`config.mk`:
```
export PLATFORM = sky130hd
export DESIGN_NAME = axi4_lite_slave_regfile
export DESIGN_NICKNAME = d
export VERILOG_FILES = /design/src/rtl/axi4_lite_regfile_pkg.sv /design/src/rtl/axi4_lite_regfile_wchan.sv /design/src/rtl/axi4_lite_slave_regfile.sv
export SDC_FILE = /design/constraint.sdc
export NUM_CORES = 1
export LEC_CHECK = 0
export BUFFER_PORTS_ARGS = -buffer_cell sky130_fd_sc_hd__buf_4
export CAP_MARGIN = 20
export CORE_AREA = 2 2 347 349
export CTS_CLUSTER_SIZE = 30
export DETAILED_ROUTE_END_ITERATION = 10
export DIE_AREA = 0 0 349 351
export GPL_TIMING_DRIVEN = 0
export SLEW_MARGIN = 20
export SYNTH_ARGS = -nofsm -noshare
export SYNTH_HDL_FRONTEND = slang
export SYNTH_SLANG_ARGS = --single-unit
```
`constraint.sdc`:
```
create_clock -name clk -period 3.6 [get_ports clk]
set_input_delay 0.54 -clock clk [delete_from_list [all_inputs] [get_ports clk]]
set_output_delay 0.54 -clock clk [all_outputs]
set_load 0.05 [all_outputs]
```
`src/rtl/axi4_lite_regfile_pkg.sv`:
```
// Register access modes and AXI response codes shared by the register-file slave.
package axi4_lite_regfile_pkg;

  typedef enum logic [1:0] {
    REG_RW    = 2'd0,
    REG_RO    = 2'd1,
    REG_W1C   = 2'd2,
    REG_PULSE = 2'd3
  } reg_mode_t;

  localparam logic [1:0] RESP_OKAY   = 2'b00;
  localparam logic [1:0] RESP_SLVERR = 2'b10;

endpackage

```
`src/rtl/axi4_lite_regfile_wchan.sv`:
```
// AXI4-Lite write channel: independent AW/W holding slots, commit strobe and B response.
module axi4_lite_regfile_wchan
  import axi4_lite_regfile_pkg::*;
#(
  parameter int addr_width = 7,
  parameter int data_width = 32
) (
  input  logic                    clk,
  input  logic                    rst_n,
  input  logic                    ready_en,
  input  logic [addr_width-1:0]   s_axi_awaddr,
  input  logic [2:0]              s_axi_awprot,
  input  logic                    s_axi_awvalid,
  output logic                    s_axi_awready,
  input  logic [data_width-1:0]   s_axi_wdata,
  input  logic [data_width/8-1:0] s_axi_wstrb,
  input  logic                    s_axi_wvalid,
  output logic                    s_axi_wready,
  output logic [1:0]              s_axi_bresp,
  output logic                    s_axi_bvalid,
  input  logic                    s_axi_bready,
  output logic                    commit,
  output logic [addr_width-1:0]   commit_addr,
  output logic [2:0]              commit_prot,
  output logic [data_width-1:0]   commit_data,
  output logic [data_width/8-1:0] commit_strb,
  input  logic [1:0]              commit_resp
);

  logic aw_full;
  logic w_full;

  assign s_axi_awready = ready_en & ~aw_full;
  assign s_axi_wready  = ready_en & ~w_full;
  // An unacknowledged response blocks the next commit; the slots may still fill.
  assign commit        = aw_full & w_full & ~s_axi_bvalid;

  always_ff @(posedge clk or negedge rst_n) begin
    if (!rst_n) begin
      aw_full     <= 1'b0;
      w_full      <= 1'b0;
      commit_addr <= '0;
      commit_prot <= '0;
      commit_data <= '0;
      commit_strb <= '0;
      s_axi_bvalid <= 1'b0;
      s_axi_bresp  <= RESP_OKAY;
    end else begin
      if (s_axi_awvalid && s_axi_awready) begin
        aw_full     <= 1'b1;
        commit_addr <= s_axi_awaddr;
        commit_prot <= s_axi_awprot;
      end else if (commit) begin
        aw_full <= 1'b0;
      end

      if (s_axi_wvalid && s_axi_wready) begin
        w_full      <= 1'b1;
        commit_data <= s_axi_wdata;
        commit_strb <= s_axi_wstrb;
      end else if (commit) begin
        w_full <= 1'b0;
      end

      if (commit) begin
        s_axi_bvalid <= 1'b1;
        s_axi_bresp  <= commit_resp;
      end else if (s_axi_bvalid && s_axi_bready) begin
        s_axi_bvalid <= 1'b0;
      end
    end
  end

endmodule

```
`src/rtl/axi4_lite_slave_regfile.sv`:
```
// AXI4-Lite slave owning a register file with per-register RW/RO/W1C/PULSE modes.
// Optional build macro AXI_REGFILE_PROT_CHECK_EN: unprivileged accesses (prot[0]=0) get SLVERR.
module axi4_lite_slave_regfile
  import axi4_lite_regfile_pkg::*;
#(
  parameter int                          num_regs   = 8,
  parameter int                          addr_width = 7,
  parameter int                          data_width = 32,
  parameter logic [2*num_regs-1:0]          reg_modes  = '0,
  parameter logic [num_regs*data_width-1:0] reset_vals = '0
) (
  input  logic                    clk,
  input  logic                    rst_n,
  output logic [data_width-1:0]   reg_vals [num_regs],
  input  logic [data_width-1:0]   reg_hw_value [num_regs],
  input  logic [data_width-1:0]   reg_hw_set [num_regs],
  output logic [num_regs-1:0]     reg_write_pulse,
  input  logic [addr_width-1:0]   s_axi_awaddr,
  input  logic [2:0]              s_axi_awprot,
  input  logic                    s_axi_awvalid,
  output logic                    s_axi_awready,
  input  logic [data_width-1:0]   s_axi_wdata,
  input  logic [data_width/8-1:0] s_axi_wstrb,
  input  logic                    s_axi_wvalid,
  output logic                    s_axi_wready,
  output logic [1:0]              s_axi_bresp,
  output logic                    s_axi_bvalid,
  input  logic                    s_axi_bready,
  input  logic [addr_width-1:0]   s_axi_araddr,
  input  logic [2:0]              s_axi_arprot,
  input  logic                    s_axi_arvalid,
  output logic                    s_axi_arready,
  output logic [data_width-1:0]   s_axi_rdata,
  output logic [1:0]              s_axi_rresp,
  output logic                    s_axi_rvalid,
  input  logic                    s_axi_rready
);

  localparam int NB    = data_width / 8;
  localparam int LSB   = $clog2(NB);
  localparam int IDX_W = addr_width - LSB;

  logic                  ready_en;
  logic                  commit;
  logic [addr_width-1:0] commit_addr;
  logic [2:0]            commit_prot;
  logic [data_width-1:0] commit_data;
  logic [NB-1:0]         commit_strb;
  logic [1:0]            commit_resp;
  logic [data_width-1:0] wmask;
  logic [IDX_W-1:0]      w_idx;
  logic [IDX_W-1:0]      r_idx;
  logic                  w_prot_ok;
  logic                  r_prot_ok;
  logic                  w_ok;
  logic                  r_ok;
  logic                  unused_bits;
  logic [data_width-1:0] rd_val;
  logic [data_width-1:0] reg_nxt [num_regs];
  logic [num_regs-1:0]   pulse_nxt;

  always_ff @(posedge clk or negedge rst_n) begin
    if (!rst_n) ready_en <= 1'b0;
    else        ready_en <= 1'b1;
  end

  axi4_lite_regfile_wchan #(
    .addr_width (addr_width),
    .data_width (data_width)
  ) u_wchan (
    .clk           (clk),
    .rst_n         (rst_n),
    .ready_en      (ready_en),
    .s_axi_awaddr  (s_axi_awaddr),
    .s_axi_awprot  (s_axi_awprot),
    .s_axi_awvalid (s_axi_awvalid),
    .s_axi_awready (s_axi_awready),
    .s_axi_wdata   (s_axi_wdata),
    .s_axi_wstrb   (s_axi_wstrb),
    .s_axi_wvalid  (s_axi_wvalid),
    .s_axi_wready  (s_axi_wready),
    .s_axi_bresp   (s_axi_bresp),
    .s_axi_bvalid  (s_axi_bvalid),
    .s_axi_bready  (s_axi_bready),
    .commit        (commit),
    .commit_addr   (commit_addr),
    .commit_prot   (commit_prot),
    .commit_data   (commit_data),
    .commit_strb   (commit_strb),
    .commit_resp   (commit_resp)
  );

  assign w_idx = commit_addr[addr_width-1:LSB];
  assign r_idx = s_axi_araddr[addr_width-1:LSB];

`ifdef AXI_REGFILE_PROT_CHECK_EN
  assign w_prot_ok   = commit_prot[0];
  assign r_prot_ok   = s_axi_arprot[0];
  assign unused_bits = ^{commit_addr[LSB-1:0], s_axi_araddr[LSB-1:0],
                         commit_prot[2:1], s_axi_arprot[2:1]};
`else
  assign w_prot_ok   = 1'b1;
  assign r_prot_ok   = 1'b1;
  assign unused_bits = ^{commit_addr[LSB-1:0], s_axi_araddr[LSB-1:0],
                         commit_prot, s_axi_arprot};
`endif

  assign w_ok        = (32'(w_idx) < num_regs) & w_prot_ok;
  assign r_ok        = (32'(r_idx) < num_regs) & r_prot_ok;
  assign commit_resp = w_ok ? RESP_OKAY : RESP_SLVERR;

  always_comb begin
    wmask = '0;
    for (int b = 0; b < NB; b++) wmask[8*b +: 8] = {8{commit_strb[b]}};
  end

  for (genvar i = 0; i < num_regs; i++) begin : g_reg
    localparam reg_mode_t             MODE    = reg_mode_t'(reg_modes[2*i +: 2]);
    localparam logic [data_width-1:0] RST_VAL = reset_vals[i*data_width +: data_width];

    logic                  sel;
    logic                  pls;
    logic [data_width-1:0] nxt;

    assign sel = commit & w_ok & (w_idx == IDX_W'(i));

    always_comb begin
      nxt = reg_vals[i];
      pls = sel & (MODE != REG_RO);
      case (MODE)
        REG_RW:  if (sel) nxt = (reg_vals[i] & ~wmask) | (commit_data & wmask);
        REG_RO:  nxt = reg_hw_value[i];
        // hw set is OR-ed after the clear so it wins on a same-cycle collision
        REG_W1C: nxt = (sel ? (reg_vals[i] & ~(commit_data & wmask)) : reg_vals[i])
                       | reg_hw_set[i];
        default: nxt = sel ? ((RST_VAL & ~wmask) | (commit_data & wmask)) : RST_VAL;
      endcase
    end

    assign reg_nxt[i]   = nxt;
    assign pulse_nxt[i] = pls;
  end

  always_ff @(posedge clk or negedge rst_n) begin
    if (!rst_n) begin
      for (int i = 0; i < num_regs; i++) reg_vals[i] <= reset_vals[i*data_width +: data_width];
      reg_write_pulse <= '0;
    end else begin
      for (int i = 0; i < num_regs; i++) reg_vals[i] <= reg_nxt[i];
      reg_write_pulse <= pulse_nxt;
    end
  end

  always_comb begin
    rd_val = '0;
    for (int i = 0; i < num_regs; i++) begin
      if (r_idx == IDX_W'(i)) rd_val = reg_vals[i];
    end
  end

  assign s_axi_arready = ready_en & ~s_axi_rvalid;

  // Sampled from the current array, so a same-edge write is not visible to this read.
  always_ff @(posedge clk or negedge rst_n) begin
    if (!rst_n) begin
      s_axi_rvalid <= 1'b0;
      s_axi_rdata  <= '0;
      s_axi_rresp  <= RESP_OKAY;
    end else if (s_axi_arvalid && s_axi_arready) begin
      s_axi_rvalid <= 1'b1;
      s_axi_rdata  <= r_ok ? rd_val : '0;
      s_axi_rresp  <= r_ok ? RESP_OKAY : RESP_SLVERR;
    end else if (s_axi_rvalid && s_axi_rready) begin
      s_axi_rvalid <= 1'b0;
    end
  end

endmodule

```
## Word-level counts from Yosys, hierarchy flattened

Cells that the tools add are included.

- Order comparisons: 2
- Equality and inequality tests: 14
- Muxes and demuxes: 18
- Bitwise gates (word level): 36
- Reduce and logical (&&, ||, !) cells: 11

Operators with widths:

| operator | number |
|---|---|
| 32-bit bitwise AND | 9 |
| 32-bit 2-to-1 mux | 9 |
| 32-bit bitwise OR | 8 |
| 5-bit by 3-bit equality test with 1-bit output (second input constant) | 8 |
| 32-bit NOT | 1 |
| 5-bit by 2-bit equality test with 1-bit output (second input constant) | 4 |
| 1-bit bitwise AND | 14 |
| 5-bit by 1-bit equality test with 1-bit output (second input constant) | 2 |
| 5-bit logical NOT | 2 |
| 5-bit by 4-bit < comparator with 1-bit output (second input constant) | 2 |
| 2-bit nonzero test | 4 |
| 1-bit 2-to-1 mux | 7 |
| 1-bit logical AND | 5 |
| 2-bit 2-to-1 mux | 2 |
| 1-bit NOT | 4 |

- Register bits after elaboration: 348
- Input bits: 575
- Logic and storage cells: 101

## Longest topological paths before layout

- Depth in word-level cells: 10
- Depth in mapped cells: 7
- Mapped depth without buffers: 4

## Cells and area by module

Synthesis repeated with hierarchy kept, for this count alone.

- Cell total of the unflattened synthesis: 1168
- Area total of the unflattened synthesis: 15775.1 µm²

By module, submodules not included:

| module | times used | cells an instance | area an instance (µm²) | sequential area each (µm²) |
|---|---|---|---|---|
| axi4_lite_slave_regfile | 1 | 1052 | 13699.4 | 7482.2 |
| axi4_lite_regfile_wchan | 1 | 116 | 2075.7 | 1276.2 |

## Worst setup path after synthesis

Ideal clock, no wire load.

- Path kind: register to register
- Start: register u_wchan.w_full
- End: register u_wchan.commit_data[10]
- Library setup time: 125 ps
- Arrival: 2113 ps
- Required time: 3475 ps
- Path slack: 1362 ps
- Stages on the path, launching flop included: 5
- Cells stage by stage: dfrtp_1 > nor2b_1 > nand2_1 > clkbuf_1 > mux2_2

- Word-level cells in the longest chain between the ends: 3

RTL lines:

| element | line | source |
|---|---|---|
| start: declaration | axi4_lite_regfile_wchan.sv:31 | `logic w_full;` |
| start signal: assignment | axi4_lite_regfile_wchan.sv:41 | `w_full <= 1'b0;` |
| start signal: assignment | axi4_lite_regfile_wchan.sv:58 | `w_full <= 1'b1;` |
| start signal: assignment | axi4_lite_regfile_wchan.sv:62 | `w_full <= 1'b0;` |
| 1-bit NOT | axi4_lite_regfile_wchan.sv:34 | `assign s_axi_wready = ready_en & ~w_full;` |
| 1-bit bitwise AND | axi4_lite_regfile_wchan.sv:34 |  |
| via s_axi_wready | axi4_lite_slave_regfile.sv:25 | `output logic s_axi_wready,` |
| 1-bit logical AND | axi4_lite_regfile_wchan.sv:57 | `if (s_axi_wvalid && s_axi_wready) begin` |
| end signal: assignment | axi4_lite_regfile_wchan.sv:59 | `commit_data <= s_axi_wdata;` |
| end: declaration | axi4_lite_regfile_wchan.sv:25 | `output logic [data_width-1:0] commit_data,` |

The timed path passes the listed nets, and every way through them passes these cells.
A chain may end at the register's enable or synchronous reset.

## Worst setup path after layout

- Start: register s_axi_rvalid
- End: register s_axi_rdata[30]

- Word-level cells in the longest chain between the ends: 3

RTL lines:

| element | line | source |
|---|---|---|
| start: declaration | axi4_lite_slave_regfile.sv:35 | `output logic s_axi_rvalid,` |
| start signal: assignment | axi4_lite_slave_regfile.sv:166 | `s_axi_rvalid <= 1'b0;` |
| start signal: assignment | axi4_lite_slave_regfile.sv:170 | `s_axi_rvalid <= 1'b1;` |
| start signal: assignment | axi4_lite_slave_regfile.sv:174 | `s_axi_rvalid <= 1'b0;` |
| 1-bit NOT | axi4_lite_slave_regfile.sv:161 | `assign s_axi_arready = ready_en & ~s_axi_rvalid;` |
| 1-bit bitwise AND | axi4_lite_slave_regfile.sv:161 |  |
| 1-bit logical AND | axi4_lite_slave_regfile.sv:169 | `end else if (s_axi_arvalid && s_axi_arready) begin` |
| end signal: assignment | axi4_lite_slave_regfile.sv:171 | `s_axi_rdata <= r_ok ? rd_val : '0;` |
| end: declaration | axi4_lite_slave_regfile.sv:33 | `output logic [data_width-1:0] s_axi_rdata,` |

No other way between the ends.

==> results.md <==
* Crit share post-route at 0.952
* Yosys warns at 0
* Worst Hold Endpoint: u_wchan.s_axi_bvalid$_DFFE_PN0P_
* Routed via count at approximately 12k
* Count of boundary I/O pins at a little under 900
* Relative max-transition margin at 0.237
* Area enclosed by the die boundary at approximately 0.12 sq mm
* Most instantiated flip-flop cell in the synthesis netlist: dfrtp_1
* Logic depth of the worst register-to-register path at 5
* Post-layout min period at 3.43 ns
* Detail Placement HPWL at 68.0 mm
* Total clock buffers created by CTS at 41
* Floorplan die height at around 350 microns
* Peak supply drop at approximately 0.57 mV
* Seq pwr share at 0.350
* Largest clock skew in the final design at between 0.02 and 0.025 ns
* Total of max-cap violations at 0
* Startpoint of the worst hold path: s_axi_bready
* Highest clock rate at 0.292 GHz
* Quantity of I/O buffers inserted on ports at 355
* Count of unique library cells instantiated by Yosys at 52
* Average routed wire per standard cell at between 20 and 30 microns
* Sw Pwr at a little over 0.009 W
* Insertion delay to the later sink of the worst-skew pair at between 0.5 and 0.6 ns
* GPL Wtd Cong at ~0.85
* Grt ovf at 0
* Number of global-route vias before repair at between 10k and 15k
* Total of flip-flops plus latches after synthesis at ~340
* Switching share of total power at 0.481
* CTS-repair resized insts at 0
* Reg-to-Reg End: s_axi_rdata[30]$_DFFE_PN0P_
* Starting utilization of the core area at 0.129
* Site Rows at 127
* Core outline area at 0.119 sq mm
* Leading cell types in the layout, fill and taps excluded: 356 x buf_4, 344 x dfrtp_1, 280 x mux2_2
* Gate count of the mapped netlist at roughly 1.1k
* Int Power at between 0.01 and 0.015 W
* CTS max path bufs at 3
* Arrival time of data at the critical path endpoint at around 4 ns
* Layout overhead on the synthesized area at 39.5%
* CTS H-tree depth at 2
* Fraction of synthesis flops using an asynchronous set or reset pin at 1.00
* NumNets Final at 2,129
* Final-report max-slew violation count at 0
* Kind of end point of the critical path: register
* Post-layout power at about 0.019 W
* GRT Total Usage at 0.138
* Hold WC Path Type: in -> reg
* Fraction of final layout cells with drive strength greater than 1 at 0.489
* Final hold viol count at 0
* Number of post-CTS setup repair buffers at 0
* Wire length reported by the detailed router at about 87 mm
* Sort of element at the start of the critical path: register
* Length of the first detailed-routing pass in iterations at 5
* Horizontal die dimension at 349 microns
* Pin count of the biggest net entering global routing at 90
* Placed Area at 0.0201 sq mm
* Cell count of the worst hold path at 2
* Final standard cell area without fillers at between 0.02 and 0.025 sq mm
* Static leakage at 10.1 nW
* DRC marker count from the first detailed-route iteration at 1,043
* Num Clock Sinks at roughly 340
* RSZ-0062 raised after global routing: false
* RR Startpoint: s_axi_rvalid$_DFFE_PN0P_
* Cell chosen for the clock root: clkbuf_16
* Setup slack on the worst flop-to-flop path at 0.17 ns
* Endpoints failing setup at 0
* Netlist Area Pre-Place at ~0.015 sq mm
* Relative contribution of the clock network to total power at 0.210
* Power density cells at approximately 900 mW/mm^2
* Final hold slack at approximately 0.13 ns
* Post-Route Setup TNS at 0 ns
* Combinational share of power at 0.440
* Post-synth EDFFs at 0
* Mean area per synthesized cell at about 13 sq um
* Clock transition at the registers of the reported paths at 0.06 ns
* TritonCTS clock tree: done
* Worst setup path class: reg -> reg
* Remaining routing DRC violations at 0
* Most common library cell in the layout ignoring fill and taps: buf_4
* Result of the run: finished, final reports clean
* First-pass GRT wire length at about 110 mm
* Maximum fanout along the worst path at 10
* Ratio of routed vias to standard cells at about 3.9
* Worst endpoint required time at about 4 ns
* Remaining number of nets flagged by the antenna check after routing at 0
* Antenna violations before repair at 14
* Part of the Yosys area used for sequential elements at 0.561
* Transition time at the pin with the least slew margin at between 1 and 1.5 ns
==> through the flow <==
step | cells | util | setup slack (ns)
floorplan | 1149 | - | 1.36
finish | 3134 | 0.180 | 0.174
global route | 3130 | 0.180 | 0.118
detailed placement | 3058 | 0.169 | 0.0753
CTS | 3128 | 0.180 | 0.269
global placement | 3052 | 0.168 | -1.64
==> critical path, stage by stage, from the launching register on <==
cell and delay [ns]:
dfrtp_1 0.41, nand3b_1 0.51, nor2_1 0.96, clkbuf_1 0.88, o21ai_0 0.23, o31ai_1 0.32
==> how the worst max path moves through the flow <==
stage,depth (start not counted),slack [ns],start,to
2_1_floorplan,4,1.36,u_wchan.w_full$_DFFE_PN0P_,u_wchan.commit_data[10]$_DFFE_PN0P_
3_5_place_dp,7,0.08,s_axi_araddr[3],s_axi_rdata[16]$_DFFE_PN0P_
6_report,5,0.17,s_axi_rvalid$_DFFE_PN0P_,s_axi_rdata[30]$_DFFE_PN0P_
5_1_grt,5,0.12,s_axi_rvalid$_DFFE_PN0P_,s_axi_rdata[29]$_DFFE_PN0P_
3_3_place_gp,1,-1.64,rst_n,u_wchan.commit_data[27]$_DFFE_PN0P_
4_1_cts,5,0.27,s_axi_rvalid$_DFFE_PN0P_,s_axi_rdata[30]$_DFFE_PN0P_
==> logic make-up (layout without fill, tap and decap cells) <==
family / after synthesis / in the layout / share of synthesized area
AO/OA/AOI/OAI: 229 / 229 / 0.110
flip-flops: 344 / 344 / 0.561
AND/OR/NAND/NOR: 173 / 173 / 0.0693
buffers and inverters: 74 / 505 / 0.0220
multiplexers: 326 / 326 / 0.237
other: 2 / 9 / 0.000489
==> synth_stat cells, types with 2 or more instances <==
cell,count,area share
o221ai_1,3,0.0017
a211oi_1,24,0.012
o32ai_1,3,0.0017
dfrtp_1,344,0.56
conb_1,2,0.00049
mux2_1,17,0.012
buf_4,2,0.00098
inv_1,9,0.0022
buf_2,12,0.0039
nand2_4,4,0.0029
buf_6,5,0.0037
o31ai_1,24,0.012
nand2_2,24,0.0098
a21oi_1,32,0.010
nand4_1,4,0.0016
o21ai_0,31,0.010
buf_1,4,0.00098
o211ai_1,6,0.0029
nand3b_1,3,0.0015
nand2_1,37,0.0090
clkbuf_1,42,0.010
mux2_2,280,0.21
a32oi_1,2,0.0011
or2_2,2,0.00082
o22a_1,29,0.017
mux2i_1,29,0.019
nor4_4,6,0.0083
o21a_1,4,0.0020
a222oi_1,4,0.0026
nor2b_1,31,0.013
a22oi_1,5,0.0024
or3_1,8,0.0033
nor2_1,33,0.0081
nor3b_1,4,0.0020
a221oi_1,28,0.016
o2bb2ai_1,3,0.0017
nand2b_1,6,0.0024
a211o_1,28,0.016
==> routing by layer <==
metal  part of all wire  vias up  track usage
met5            0.00046        -            0
li1                   -     5125            -
met3              0.095       95       0.0512
met2               0.41      552        0.200
met1               0.46     6399        0.188
met4              0.032        6       0.0475
==> layout make-up <==
class | instances | area [sq um]
sequential | 344 | 8610
tap | 1548 | 1940
clock inverter | 12 | 85.1
multi-input combinational | 731 | 6410
fill | 13000 | 97600
inverter | 9 | 33.8
clock buffer | 57 | 1190
antenna | 6 | 15.0
buffer | 65 | 313
timing repair buffer | 362 | 2820
==> timing repair <==
action | CTS | global route
endpoints found under the hold margin | 45 | 0
hold buffers | 1 | 0
endpoints found under the setup margin | 0 | 0
==> power groups by stage <==
stage          Sequential [W]  Combinational [W]  Clock [W]
3_5_place_dp          0.00682            0.00860          0
3_3_place_gp          0.00678            0.00853          0
4_1_cts               0.00676            0.00862    0.00414
2_1_floorplan         0.00971            0.00190          0
5_1_grt               0.00697            0.00891    0.00429
6_report              0.00678            0.00852    0.00405
No activity file was read; power rests on OpenSTA's default activity.
